--- config.mk ---
export PLATFORM = sky130hd
export DESIGN_NAME = fir_mac_sequencer
export DESIGN_NICKNAME = d
export VERILOG_FILES = /design/src/rtl/fir_pkg.sv /design/src/rtl/fir_mac_unit.sv /design/src/rtl/fir_mac_sequencer.sv
export SDC_FILE = /design/constraint.sdc
export NUM_CORES = 1
export LEC_CHECK = 0
export ABC_AREA = 0
export CAP_MARGIN = 20
export CORE_MARGIN = 2
export CORE_UTILIZATION = 64
export CTS_CLUSTER_DIAMETER = 100
export DETAILED_ROUTE_END_ITERATION = 10
export HOLD_SLACK_MARGIN = 0.08
export MAX_ROUTING_LAYER = met4
export PLACE_DENSITY = 0.84
export SLEW_MARGIN = 40
export SYNTH_ARGS = -nofsm -noshare
export SYNTH_HDL_FRONTEND = slang
export SYNTH_SLANG_ARGS = --single-unit
export TNS_END_PERCENT = 10
--- constraint.sdc ---
create_clock -name clk -period 10.12 [get_ports clk]
set_input_delay 1.518 -clock clk [delete_from_list [all_inputs] [get_ports clk]]
set_output_delay 1.518 -clock clk [all_outputs]
set_load 0.05 [all_outputs]
--- src/rtl/fir_pkg.sv ---
// Shared definitions for the time-multiplexed FIR filter.
//   state_e    : sequencer states (IDLE, MAC, OUT)
//   sat_t      : clamped value plus an overflow bit, returned by saturate()
//   acc_width  : accumulator width that cannot wrap for an n-tap dot product
//   saturate   : clamps a signed value into a signed field of the given width
package fir_pkg;

  typedef enum logic [1:0] {
    IDLE = 2'd0,
    MAC  = 2'd1,
    OUT  = 2'd2
  } state_e;

  typedef struct packed {
    logic signed [63:0] val;
    logic               ovf;
  } sat_t;

  // n products of two dw-bit signed values each fit in 2*dw bits, and
  // summing n of them needs clog2(n) extra bits of headroom.
  function automatic int acc_width(input int dw, input int n);
    return 2 * dw + $clog2(n);
  endfunction

  function automatic sat_t saturate(input logic signed [63:0] value, input int width);
    sat_t               r;
    logic signed [63:0] hi;
    logic signed [63:0] lo;
    hi    = (64'sd1 <<< (width - 1)) - 64'sd1;
    lo    = -(64'sd1 <<< (width - 1));
    r.val = value;
    r.ovf = 1'b0;
    if (value > hi) begin
      r.val = hi;
      r.ovf = 1'b1;
    end else if (value < lo) begin
      r.val = lo;
      r.ovf = 1'b1;
    end
    return r;
  endfunction

endpackage

--- src/rtl/fir_mac_unit.sv ---
// Single multiplier-accumulator shared by all taps.
//   clk, reset : clock and synchronous active-low reset
//   clear      : zero the accumulator (start of a new sample)
//   en         : add tap*coef into the accumulator this cycle
//   tap, coef  : signed operands for the current tap index
//   y_sat      : (acc + tap*coef) >>> SHIFT, clamped to DATA_WIDTH
//   ovf        : the clamp in y_sat is active
// y_sat looks at the sum including the current product, so the sequencer can
// capture the finished result on the same edge as the last accumulation.
module fir_mac_unit
  import fir_pkg::*;
#(
  parameter int DATA_WIDTH = 8,
  parameter int N          = 4,
  parameter int SHIFT      = 0
) (
  input  logic                         clk,
  input  logic                         reset,
  input  logic                         clear,
  input  logic                         en,
  input  logic signed [DATA_WIDTH-1:0] tap,
  input  logic signed [DATA_WIDTH-1:0] coef,
  output logic signed [DATA_WIDTH-1:0] y_sat,
  output logic                         ovf
);

  localparam int ACC_W  = acc_width(DATA_WIDTH, N);
  localparam int PROD_W = 2 * DATA_WIDTH;

  logic signed [PROD_W-1:0] prod;
  logic signed [ACC_W-1:0]  sum;
  logic signed [ACC_W-1:0]  shifted;
  logic signed [ACC_W-1:0]  acc_q;
  logic signed [ACC_W-1:0]  acc_d;
  sat_t                     sat_r;

  always_comb begin
    prod    = PROD_W'(tap) * PROD_W'(coef);
    sum     = acc_q + ACC_W'(prod);
    shifted = sum >>> SHIFT;
    sat_r   = saturate(64'(shifted), DATA_WIDTH);
    acc_d   = acc_q;
    if (clear) begin
      acc_d = '0;
    end else if (en) begin
      acc_d = sum;
    end
  end

  always_ff @(posedge clk) begin
    if (!reset) begin
      acc_q <= '0;
    end else begin
      acc_q <= acc_d;
    end
  end

  assign y_sat = DATA_WIDTH'(sat_r.val);
  assign ovf   = sat_r.ovf;

endmodule

--- src/rtl/fir_mac_sequencer.sv ---
// Time-multiplexed N-tap FIR controller around one multiplier-accumulator.
//   clk, reset             : clock, synchronous active-low reset
//   in_valid/in_ready/x_in : sample input handshake (accepted only in IDLE)
//   out_valid/out_ready    : result output handshake, y_out held until taken
//   y_out                  : signed saturated filter output
//   coef_we/addr/data      : coefficient RAM write port (honoured in IDLE)
//   coef_ready             : coefficient writes are honoured this cycle
//   flush                  : clear the delay line (in IDLE)
//   sat_flag               : sticky, some output was clamped
//   busy                   : sequencer not in IDLE
// Accepting a sample takes N MAC cycles, then the result waits in OUT until
// the consumer takes it.
module fir_mac_sequencer
  import fir_pkg::*;
#(
  parameter int N          = 4,
  parameter int DATA_WIDTH = 8,
  parameter int SHIFT      = 0
) (
  input  logic                         clk,
  input  logic                         reset,
  input  logic                         in_valid,
  output logic                         in_ready,
  input  logic signed [DATA_WIDTH-1:0] x_in,
  output logic                         out_valid,
  input  logic                         out_ready,
  output logic signed [DATA_WIDTH-1:0] y_out,
  input  logic                         coef_we,
  input  logic [$clog2(N)-1:0]         coef_addr,
  input  logic signed [DATA_WIDTH-1:0] coef_data,
  output logic                         coef_ready,
  input  logic                         flush,
  output logic                         sat_flag,
  output logic                         busy
);

  localparam int AW = $clog2(N);

  state_e                       state_q, state_d;
  logic signed [DATA_WIDTH-1:0] tap_q  [N];
  logic signed [DATA_WIDTH-1:0] tap_d  [N];
  logic signed [DATA_WIDTH-1:0] coef_q [N];
  logic signed [DATA_WIDTH-1:0] coef_d [N];
  logic [AW-1:0]                idx_q, idx_d;
  logic signed [DATA_WIDTH-1:0] y_q, y_d;
  logic                         sat_q, sat_d;
  logic [(1<<AW)-1:0]           addr_mask;
  logic                         mac_clear;
  logic                         mac_en;
  logic                         mac_ovf;
  logic signed [DATA_WIDTH-1:0] mac_y;

  assign in_ready   = (state_q == IDLE);
  assign coef_ready = (state_q == IDLE);
  assign busy       = (state_q != IDLE);
  assign out_valid  = (state_q == OUT);
  assign y_out      = y_q;
  assign sat_flag   = sat_q;

  // Addresses at or beyond N have no RAM entry; this mask drops such writes
  // when N is not a power of two.
  always_comb begin
    addr_mask = '0;
    for (int i = 0; i < (1 << AW); i++) begin
      addr_mask[i] = (i < N);
    end
  end

  always_comb begin
    state_d   = state_q;
    tap_d     = tap_q;
    coef_d    = coef_q;
    idx_d     = idx_q;
    y_d       = y_q;
    sat_d     = sat_q;
    mac_clear = 1'b0;
    mac_en    = 1'b0;
    case (state_q)
      IDLE: begin
        if (coef_we && addr_mask[coef_addr]) begin
          coef_d[coef_addr] = coef_data;
        end
        if (flush) begin
          for (int k = 0; k < N; k++) begin
            tap_d[k] = '0;
          end
        end
        // Shift on top of the (possibly flushed) line so flush+accept
        // leaves {x_in, 0, ..., 0}.
        if (in_valid) begin
          for (int k = N - 1; k > 0; k--) begin
            tap_d[k] = tap_d[k-1];
          end
          tap_d[0]  = x_in;
          mac_clear = 1'b1;
          idx_d     = '0;
          state_d   = MAC;
        end
      end
      MAC: begin
        mac_en = 1'b1;
        if (idx_q == AW'(N - 1)) begin
          y_d     = mac_y;
          sat_d   = sat_q | mac_ovf;
          idx_d   = '0;
          state_d = OUT;
        end else begin
          idx_d = idx_q + AW'(1);
        end
      end
      OUT: begin
        if (out_ready) begin
          state_d = IDLE;
        end
      end
      default: begin
        state_d = IDLE;
      end
    endcase
  end

  always_ff @(posedge clk) begin
    if (!reset) begin
      state_q <= IDLE;
      idx_q   <= '0;
      y_q     <= '0;
      sat_q   <= 1'b0;
      for (int k = 0; k < N; k++) begin
        tap_q[k]  <= '0;
        coef_q[k] <= '0;
      end
    end else begin
      state_q <= state_d;
      idx_q   <= idx_d;
      y_q     <= y_d;
      sat_q   <= sat_d;
      tap_q   <= tap_d;
      coef_q  <= coef_d;
    end
  end

  fir_mac_unit #(
    .DATA_WIDTH(DATA_WIDTH),
    .N         (N),
    .SHIFT     (SHIFT)
  ) u_mac (
    .clk  (clk),
    .reset(reset),
    .clear(mac_clear),
    .en   (mac_en),
    .tap  (tap_q[idx_q]),
    .coef (coef_q[idx_q]),
    .y_sat(mac_y),
    .ovf  (mac_ovf)
  );

endmodule
==> run metrics <==
Worst EP required=10.40 ns; DR pass1 iterations=5; Crit path buffers/inverters=3; Syn Std Cell Area=7480 um2; GRT Resource Usage Total=28.6%; routability cong.=0.867; total grt overflow=0; antenna violations before repair=0; htree depth=3; hold_buf cts=0; vias in the first global route=5650; Final Setup Violations=0; number of fillers in the final layout=between 800 and 900; setup bufs post-CTS=0; Final Cell Area=8250 um2; initial core utilization=65.5%; CP cell instances=buf_4, mux2_2, o21ai_0, inv_1, nand2b_1, fa_1, fa_1, inv_1, fa_1, fa_1, fa_1, ha_1, a21o_1, a21oi_2, nand3_1, a211oi_1, nand2_1, a2111oi_4, o211ai_2, o21ai_1; CP Capture Type=flop; RSZ-0062 raised after global routing=no; Mapped Cells=between 700 and 800; Layout area overhead=10.3%; vias=about 5400; critical path class=flop to flop; Max Root-Sink Buffers=2; asr flop ratio synth=0%; placed insts=913; WL/cell=between 15 and 20 um; CTS root buf=clkbuf_16; Max-Cap Viols=0; delay-heaviest family, CP=adder cells; status=complete, no violations; Max VDD drop=0.130 mV; dpl ws=about 3.1 ns; hpwl dp=12.7 mm; clock latency at the later pin of the worst-skew pair=~0.35 ns; # IOs=37; Die Wd=roughly 110 um; CP max-delay cell=o21ai_0; logic depth of the worst path, buffers included=20; period utilisation layout=a little over two thirds; area of the multi-input gates=5080 um2; Seq/Total Area, Yosys=25.4%; Core Footprint=11400 um2; Top cell by count, worst path=fa_1; ratio of cells with drive above 1 in the final layout=7.26%; count of cell types in the netlist=between 60 and 70; Hold Crit Depth=2; skew final=0.00597 ns; post-CTS sizing=0; Die Y=between 100 and 150 um; Leak Pwr=between 0.003 and 0.004 uW; final wirelength=between 15 and 20 mm; number of synthesized register bits=95; Final Critical Period=7.09 ns; Top FF cell, synth=dfxtp_1; Final Hold Fails=0; f_max=0.141 GHz; Synth warnings=0; largest net degree at the start of global routing=74; slew of the pin with the lowest slew margin=0.814 ns; Post-Layout Cell Count=around 930; CTS clk-pin slew, worst paths=0.07 ns; post-route setup TNS=0 ns; first-iteration detailed-routing DRC count=256; r2r worst-path depth=20; crit-path max cell delay=roughly 0.6 ns; diode count=0; worst setup margin=3.03 ns; area post-placement=7930 um2; WHS=0.449 ns; Post-Syn Nets=907; final antenna-violating net count=0; port bufs=36; via-per-instance ratio=5.82; Post-synth EDFFs=0; fin. max-slew vios=0; PD cells=113 nW/um2; nets@finish=around 930; Sequential cell area=1900 um2; Worst EP arrival=7.37 ns; num rows=39; Critical Path Source Type=flop; DIE AREA=12600 um2; Post-Syn Area per Cell=approximately 9.8 um2; CTS sink cnt=95; HP Class=flop to flop; Slew headroom=between 40% and 50%; TritonCTS buffer count=9; CTS tree=done; Residual DRC=0; first-pass GRT wire length=27.8 mm; crit path max fanout=20
==> routing by layer <==
layer / vias up / wire length [um] / global-route usage [%] / part of all wire (%)
met5: - / 0 / - / 0
met2: 148 / 8050 / 45.4 / 49
met4: 0 / 463 / 11.3 / 2.8
met3: 31 / 695 / 5.40 / 4.2
li1: 2549 / - / - / -
met1: 2675 / 7220 / 36.5 / 44
==> final timing paths <==
check	end	start	slack (ns)
max	y_out[3]$_SDFFE_PN0P_	idx_q[0]$_SDFFE_PN0P_	3.03
max reg2reg	y_out[3]$_SDFFE_PN0P_	idx_q[0]$_SDFFE_PN0P_	3.03
min	y_out[4]$_SDFFE_PN0P_	y_out[4]$_SDFFE_PN0P_	0.45
min reg2reg	y_out[4]$_SDFFE_PN0P_	y_out[4]$_SDFFE_PN0P_	0.45
==> kinds of logic after synthesis <==
kind of cell | synth area share (%)
AO/OA/AOI/OAI | 10.9
XOR/XNOR | 1.64
adder cells (fa/ha/maj) | 28.6
buffers and inverters | 7.12
flip-flops | 25.4
multiplexers | 9.36
AND/OR/NAND/NOR | 17.0
==> worst reg2reg max path, delay by kind of cell (launching register included) <==
kind                       cells  cell delay, ns
DFF                            1            0.31
AOI/OAI and AO/OA              7            2.37
buffers and inverters          3            0.68
muxes                          1            0.38
and+or+nand+nor                3            0.48
adders and majority gates      6            2.80
==> synthesized netlist by cell type, types with 5 or more instances <==
cell type	instances	area, um2
a21o_1	5	37.5
a21oi_1	28	140
a22oi_1	32	240
and2_1	39	244
clkbuf_1	23	86.3
dfxtp_1	95	1900
fa_1	80	1600
ha_1	43	538
inv_1	101	379
mux2i_1	34	340
mux4_2	15	338
nand2_1	66	248
nor2_1	24	90.1
nor2b_1	69	432
nor3_1	5	25.0
o21ai_1	11	55.1
xnor2_1	11	96.3
==> registers in the layout (all words and copies together), names as in the netlist <==
signal,cells
coef_q,32
tap_q,32
u_mac.acc_q,18
y_out,8
idx_q,2
state_q,2
sat_flag,1
==> area by class of cell <==
cell class	count	area share [%]
sequential	95	23.1
timing repair buffer	41	4.82
clock buffer	9	2.73
inverter	101	4.59
tap	143	2.17
clock inverter	6	1.11
multi-input combinational	533	61.5
==> where the power goes <==
| group | switching [uW] | internal (uW) | leakage (uW) | total, uW |
|---|---|---|---|---|
| logic | 105 | 70.8 | 0.00268 | 176 |
| clock network | 152 | 217 | 0.000156 | 369 |
| registers | 7.27 | 382 | 0.000769 | 389 |
==> per-stage QoR <==
stage	total power (uW)	util, %
2_1_floorplan	528	-
3_3_place_gp	564	69.3
3_5_place_dp	572	69.4
4_1_cts	937	72.2
5_1_grt	970	72.3
6_report	934	72.3
==> cells in the final DEF (no fill, tap or decap), drive strengths merged, types with 3 or more instances in the layout <==
master         count
clkbuf             9
a21boi             4
dfxtp             95
mux4              15
o21a               3
nor3               6
nor4               5
xnor2             11
buf                5
nor3b              3
a211oi             4
nand4              4
mux2i             34
a21o               5
a31oi              5
and2              40
nand2b             4
a22oi             32
inv              103
o21ai             15
a21oi             29
nor2              24
or2                3
nor2b             69
clkdlybuf4s50     36
xor2               3
ha                43
nand2             67
fa                80
(Power assumes the default switching activity.)
==> patch 1, RTL diff (config.mk and constraints unchanged) <==
`N` is set to 4 in 2 places; all go to 16.
--- a/src/rtl/fir_mac_unit.sv
+++ b/src/rtl/fir_mac_unit.sv
@@ -12,5 +12,5 @@
 #(
   parameter int DATA_WIDTH = 8,
-  parameter int N          = 4,
+  parameter int N          = 16,
   parameter int SHIFT      = 0
 ) (
--- a/src/rtl/fir_mac_sequencer.sv
+++ b/src/rtl/fir_mac_sequencer.sv
@@ -14,5 +14,5 @@
   import fir_pkg::*;
 #(
-  parameter int N          = 4,
+  parameter int N          = 16,
   parameter int DATA_WIDTH = 8,
   parameter int SHIFT      = 0
Interface: changed (resized coef_addr); port bits go from 37 to 39. No check against the original RTL was run, so the function may have changed too.
==> patch 1 against the original RTL <==
Die area up 120%. Maximum frequency down 9.0%. Clock power rose to 3.2 times the old value. Final area up 120%. Synthesized cell count up 100%. Routed wire length up 120%. Sequential cell count up 196. Area after synthesis up 120%. Worst setup slack worse by 0.70 ns. Power rose to 2.7 times the old value. Highest routed layer unchanged.
==> patch 1: results (changes against the original RTL) <==
status: "finished, final reports clean"  # unchanged
leakage_uw: 0.00708  # was 0.00361 uW
hold_start: "u_mac.acc_q[4]"  # was y_out[4]
top_regs: "coef_q: 128 flops, tap_q: 128 flops, u_mac.acc_q: 20 flops"  # was coef_q: 32 flops, tap_q: 32 flops, u_mac.acc_q: 18 flops
clockBufferDepth: 3  # was 2
place_area_mm2: 0.0171  # was 0.00793 mm2
switchingPower_uw: 601  # was 264 uW
gp_congestion: 0.915  # was 0.867
grt_use_met2: 0.435  # was 0.454
drtIter0Drc: 1090  # was 256
grt.total_usage: 0.281  # was 0.286
holdPathEnd: "u_mac.acc_q[4]"  # was y_out[4]
final_layout_size_suffix_gt1_frac: 0.113  # was 0.0726
viasPerCell: 6.09  # was 5.82
worstPathMaxFanout: 49  # was 20
tightest_slew_ns: 0.832  # was 0.814 ns
yosys-top-cells-count: "291 x dfxtp_1, 263 x nor2b_1, 130 x mux2i_1"  # was 101 x inv_1, 95 x dfxtp_1, 80 x fa_1
io_buffers: 38  # was 36
clock_latency_ns: 0.58  # was 0.35 ns
rr_endpoint: "y_out[4]"  # was y_out[3]
powerClk_uw: 1190  # was 369 uW
crit_path_max_incr_delay_ns: 0.85  # was 0.60 ns
met2_length_um: 16500  # was 8050 um
synth-adder-area-share: 0.142  # was 0.286
seq_area_frac_synth: 0.352  # was 0.254
cts_made_buffers: 30  # was 9
synth_area_leaders: "dfxtp_1 35%, mux4_2 11%, fa_1 11%"  # was dfxtp_1 25%, fa_1 21%, ha_1 7.2%
grt_max_degree: 161  # was 74
met3_usage: 0.0442  # was 0.0540
grt_pass1_wl_um: 59000  # was 27800 um
pre_cts_slack_ns: 2.30  # was 3.12 ns
grt_pass1_vias: 11400  # was 5650
wl_met3_um: 2010  # was 695 um
met1_length_um: 15800  # was 7220 um
pg_comb_uw: 192  # was 176 uW
fin_worst_skew_ns: 0.0393  # was 0.00597 ns
ys_types: 70  # was 65
synth-xor-area-share: 0.00787  # was 0.0164
gr-usage-met1: 0.387  # was 0.365
antenna_found_initial: 0  # unchanged
dp_hpwl_um: 23900  # was 12700 um
irDropWorstVdd_v: 0.000157  # was 0.000130 V
htree_levels: 1  # was 3
r2r-start: "idx_q[1]"  # was idx_q[0]
synth_mux_area_frac: 0.187  # was 0.0936
cp_slowest_cell: "dfxtp_4"  # was o21ai_0
arrival_ns: 8.20  # was 7.37 ns
wl_per_cell_um: 18.8  # was 17.7 um
ys_warn_count: 0  # unchanged
patch 1: cell types whose count changed in the layout (fill, tap and decap cells not counted), moves of 9 or more:
| cell | before | now |
|---|---|---|
| dfxtp_1 | 94 | 289 |
| nor2b_1 | 69 | 263 |
| a22oi_1 | 32 | 129 |
| mux2i_1 | 34 | 130 |
| mux4_2 | 15 | 79 |
| clkbuf_16 | 9 | 31 |
| o21ai_0 | 4 | 21 |
| nor2_1 | 24 | 34 |
| clkbuf_1 | 0 | 9 |
patch 1: cells by family (layout without fill, tap and decap cells):
kind of cell / count (synthesis) / count (layout)
AO/OA/AOI/OAI: 242 / 242
XOR/XNOR: 14 / 14
adder cells (fa/ha/maj): 135 / 135
buffers and inverters: 200 / 205
flip-flops: 291 / 291
multiplexers: 210 / 210
AND/OR/NAND/NOR: 456 / 456
patch 1: through the flow:
stage | instances | hold WS, ns | utilization
3_5_place_dp | 1826 | 0.452 | 0.676
6_report | 1883 | 0.460 | 0.720
4_1_cts | 1882 | 0.465 | 0.719
5_1_grt | 1883 | 0.487 | 0.720
3_3_place_gp | 1825 | 0.447 | 0.674
2_1_floorplan | 1548 | 0.436 | -
patch 1: cell type report:
class / count / area [um2]
clock buffers: 43 / 851
clock inverters: 13 / 235
fillers: 1727 / 7060
inverters: 97 / 364
multi-input cells: 1057 / 9970
flip-flops and latches: 291 / 5830
well taps: 330 / 413
repair buffers: 52 / 523
patch 1: worst max path at each step:
stage	startpoint	endpoint	slack (ns)	cells after the start
final	idx_q[1]	y_out[4]	2.34	20
after global routing	idx_q[0]	y_out[4]	1.82	21
after CTS	idx_q[0]	y_out[0]	2.29	20
after detailed placement	idx_q[0]	y_out[4]	2.30	20
after global placement	idx_q[0]	sat_flag	2.41	20
after floorplan	idx_q[1]	sat_flag	3.06	21
==> patch 2, RTL diff (same settings) <==
Made on the original files. The 3 states of `state_e` get a one-hot encoding in 3 bits.
--- a/src/rtl/fir_pkg.sv
+++ b/src/rtl/fir_pkg.sv
@@ -6,8 +6,8 @@
 package fir_pkg;
 
-  typedef enum logic [1:0] {
-    IDLE = 2'd0,
-    MAC  = 2'd1,
-    OUT  = 2'd2
+  typedef enum logic [2:0] {
+    IDLE = 3'b001,
+    MAC  = 3'b010,
+    OUT  = 3'b100
   } state_e;
 
Formal check against the unedited RTL: same outputs for any inputs over 4 cycles, from zero or initial values and one cycle with reset low; so few cycles prove little.
==> patch 2 against the original RTL <==
Power is 13% lower. First-iteration DRC count is 20% higher. Highest routed layer unchanged. Via count is 0.59% higher. Die area is 3.7% lower. Routed wire length is 2.5% lower. Final area is 4.4% lower. Largest power group unchanged. Clock skew is 0.0079 ns higher. Worst setup slack better by 0.086 ns. Area after synthesis is 3.8% lower. Maximum frequency is 1.2% higher. Sequential share of layout area is 1.3 points higher. Critical path type unchanged. Sequential cell count is 1 higher. Global-route usage is 0.89 points higher. Largest cell class unchanged.
==> patch 2: results (changes against the original RTL) <==
grt.total_usage: 0.295  # was 0.286
crit_path_max_incr_delay_ns: 0.73  # was 0.60 ns
grt_use_met2: 0.504  # was 0.454
syn-num-nets: 901  # was 907
irDropWorstVdd_v: 0.000119  # was 0.000130 V
gp_congestion: 0.889  # was 0.867
wl_met3_um: 682  # was 695 um
dp_hpwl_um: 12200  # was 12700 um
fin_nets: 924  # was 928
grt_pass1_vias: 5683  # was 5650
place_area_mm2: 0.00767  # was 0.00793 mm2
synth_area_leaders: "dfxtp_1 27%, fa_1 22%, ha_1 7.5%"  # was dfxtp_1 25%, fa_1 21%, ha_1 7.2%
tightest_slew_ns: 0.812  # was 0.814 ns
status: "finished, final reports clean"  # unchanged
vias: 5435  # was 5403
drt-total-wl_um: 16000  # was 16400 um
synth_mux_area_frac: 0.0944  # was 0.0936
synth-adder-area-share: 0.297  # was 0.286
fin_worst_skew_ns: 0.0138  # was 0.00597 ns
grt_max_degree: 70  # was 74
met1_length_um: 6780  # was 7220 um
syn_inst: 754  # was 760
yosys-top-cells-count: "103 x inv_1, 97 x nor2_1, 96 x dfxtp_1"  # was 101 x inv_1, 95 x dfxtp_1, 80 x fa_1
pg_comb_uw: 136  # was 176 uW
gr-usage-met1: 0.358  # was 0.365
met3_usage: 0.0394  # was 0.0540
p_int_uw: 578  # was 670 uW
leakage_uw: 0.00364  # was 0.00361 uW
grt_pass1_wl_um: 26500  # was 27800 um
clkTransAtPathRegs_ns: 0.10  # was 0.07 ns
synth-xor-area-share: 0.0207  # was 0.0164
patch 2: cell types whose count changed after synthesis, moves of 3 or more:
cell	delta
and2_1	-6
nor3_1	+3
nand2_1	+6
a21o_1	-3
o21ai_1	-3
nor2b_1	-65
nor2_1	+73
a21oi_1	-8
patch 2: final timing paths:
check | startpoint | to | slack [ns] | depth (start not counted)
max reg2reg | idx_q[0] | y_out[6] | 3.12 | 19
min | y_out[0] | y_out[0] | 0.45 | 2
max | idx_q[0] | y_out[6] | 3.12 | 19
min reg2reg | y_out[0] | y_out[0] | 0.45 | 2
patch 2: cell type report:
type	count	area [um2]
multi-input combinational	528	4800
fill	770	3000
sequential	96	1920
inverter	104	390
timing repair buffer	38	375
tap	140	175
clock buffer	10	128
clock inverter	6	90.1
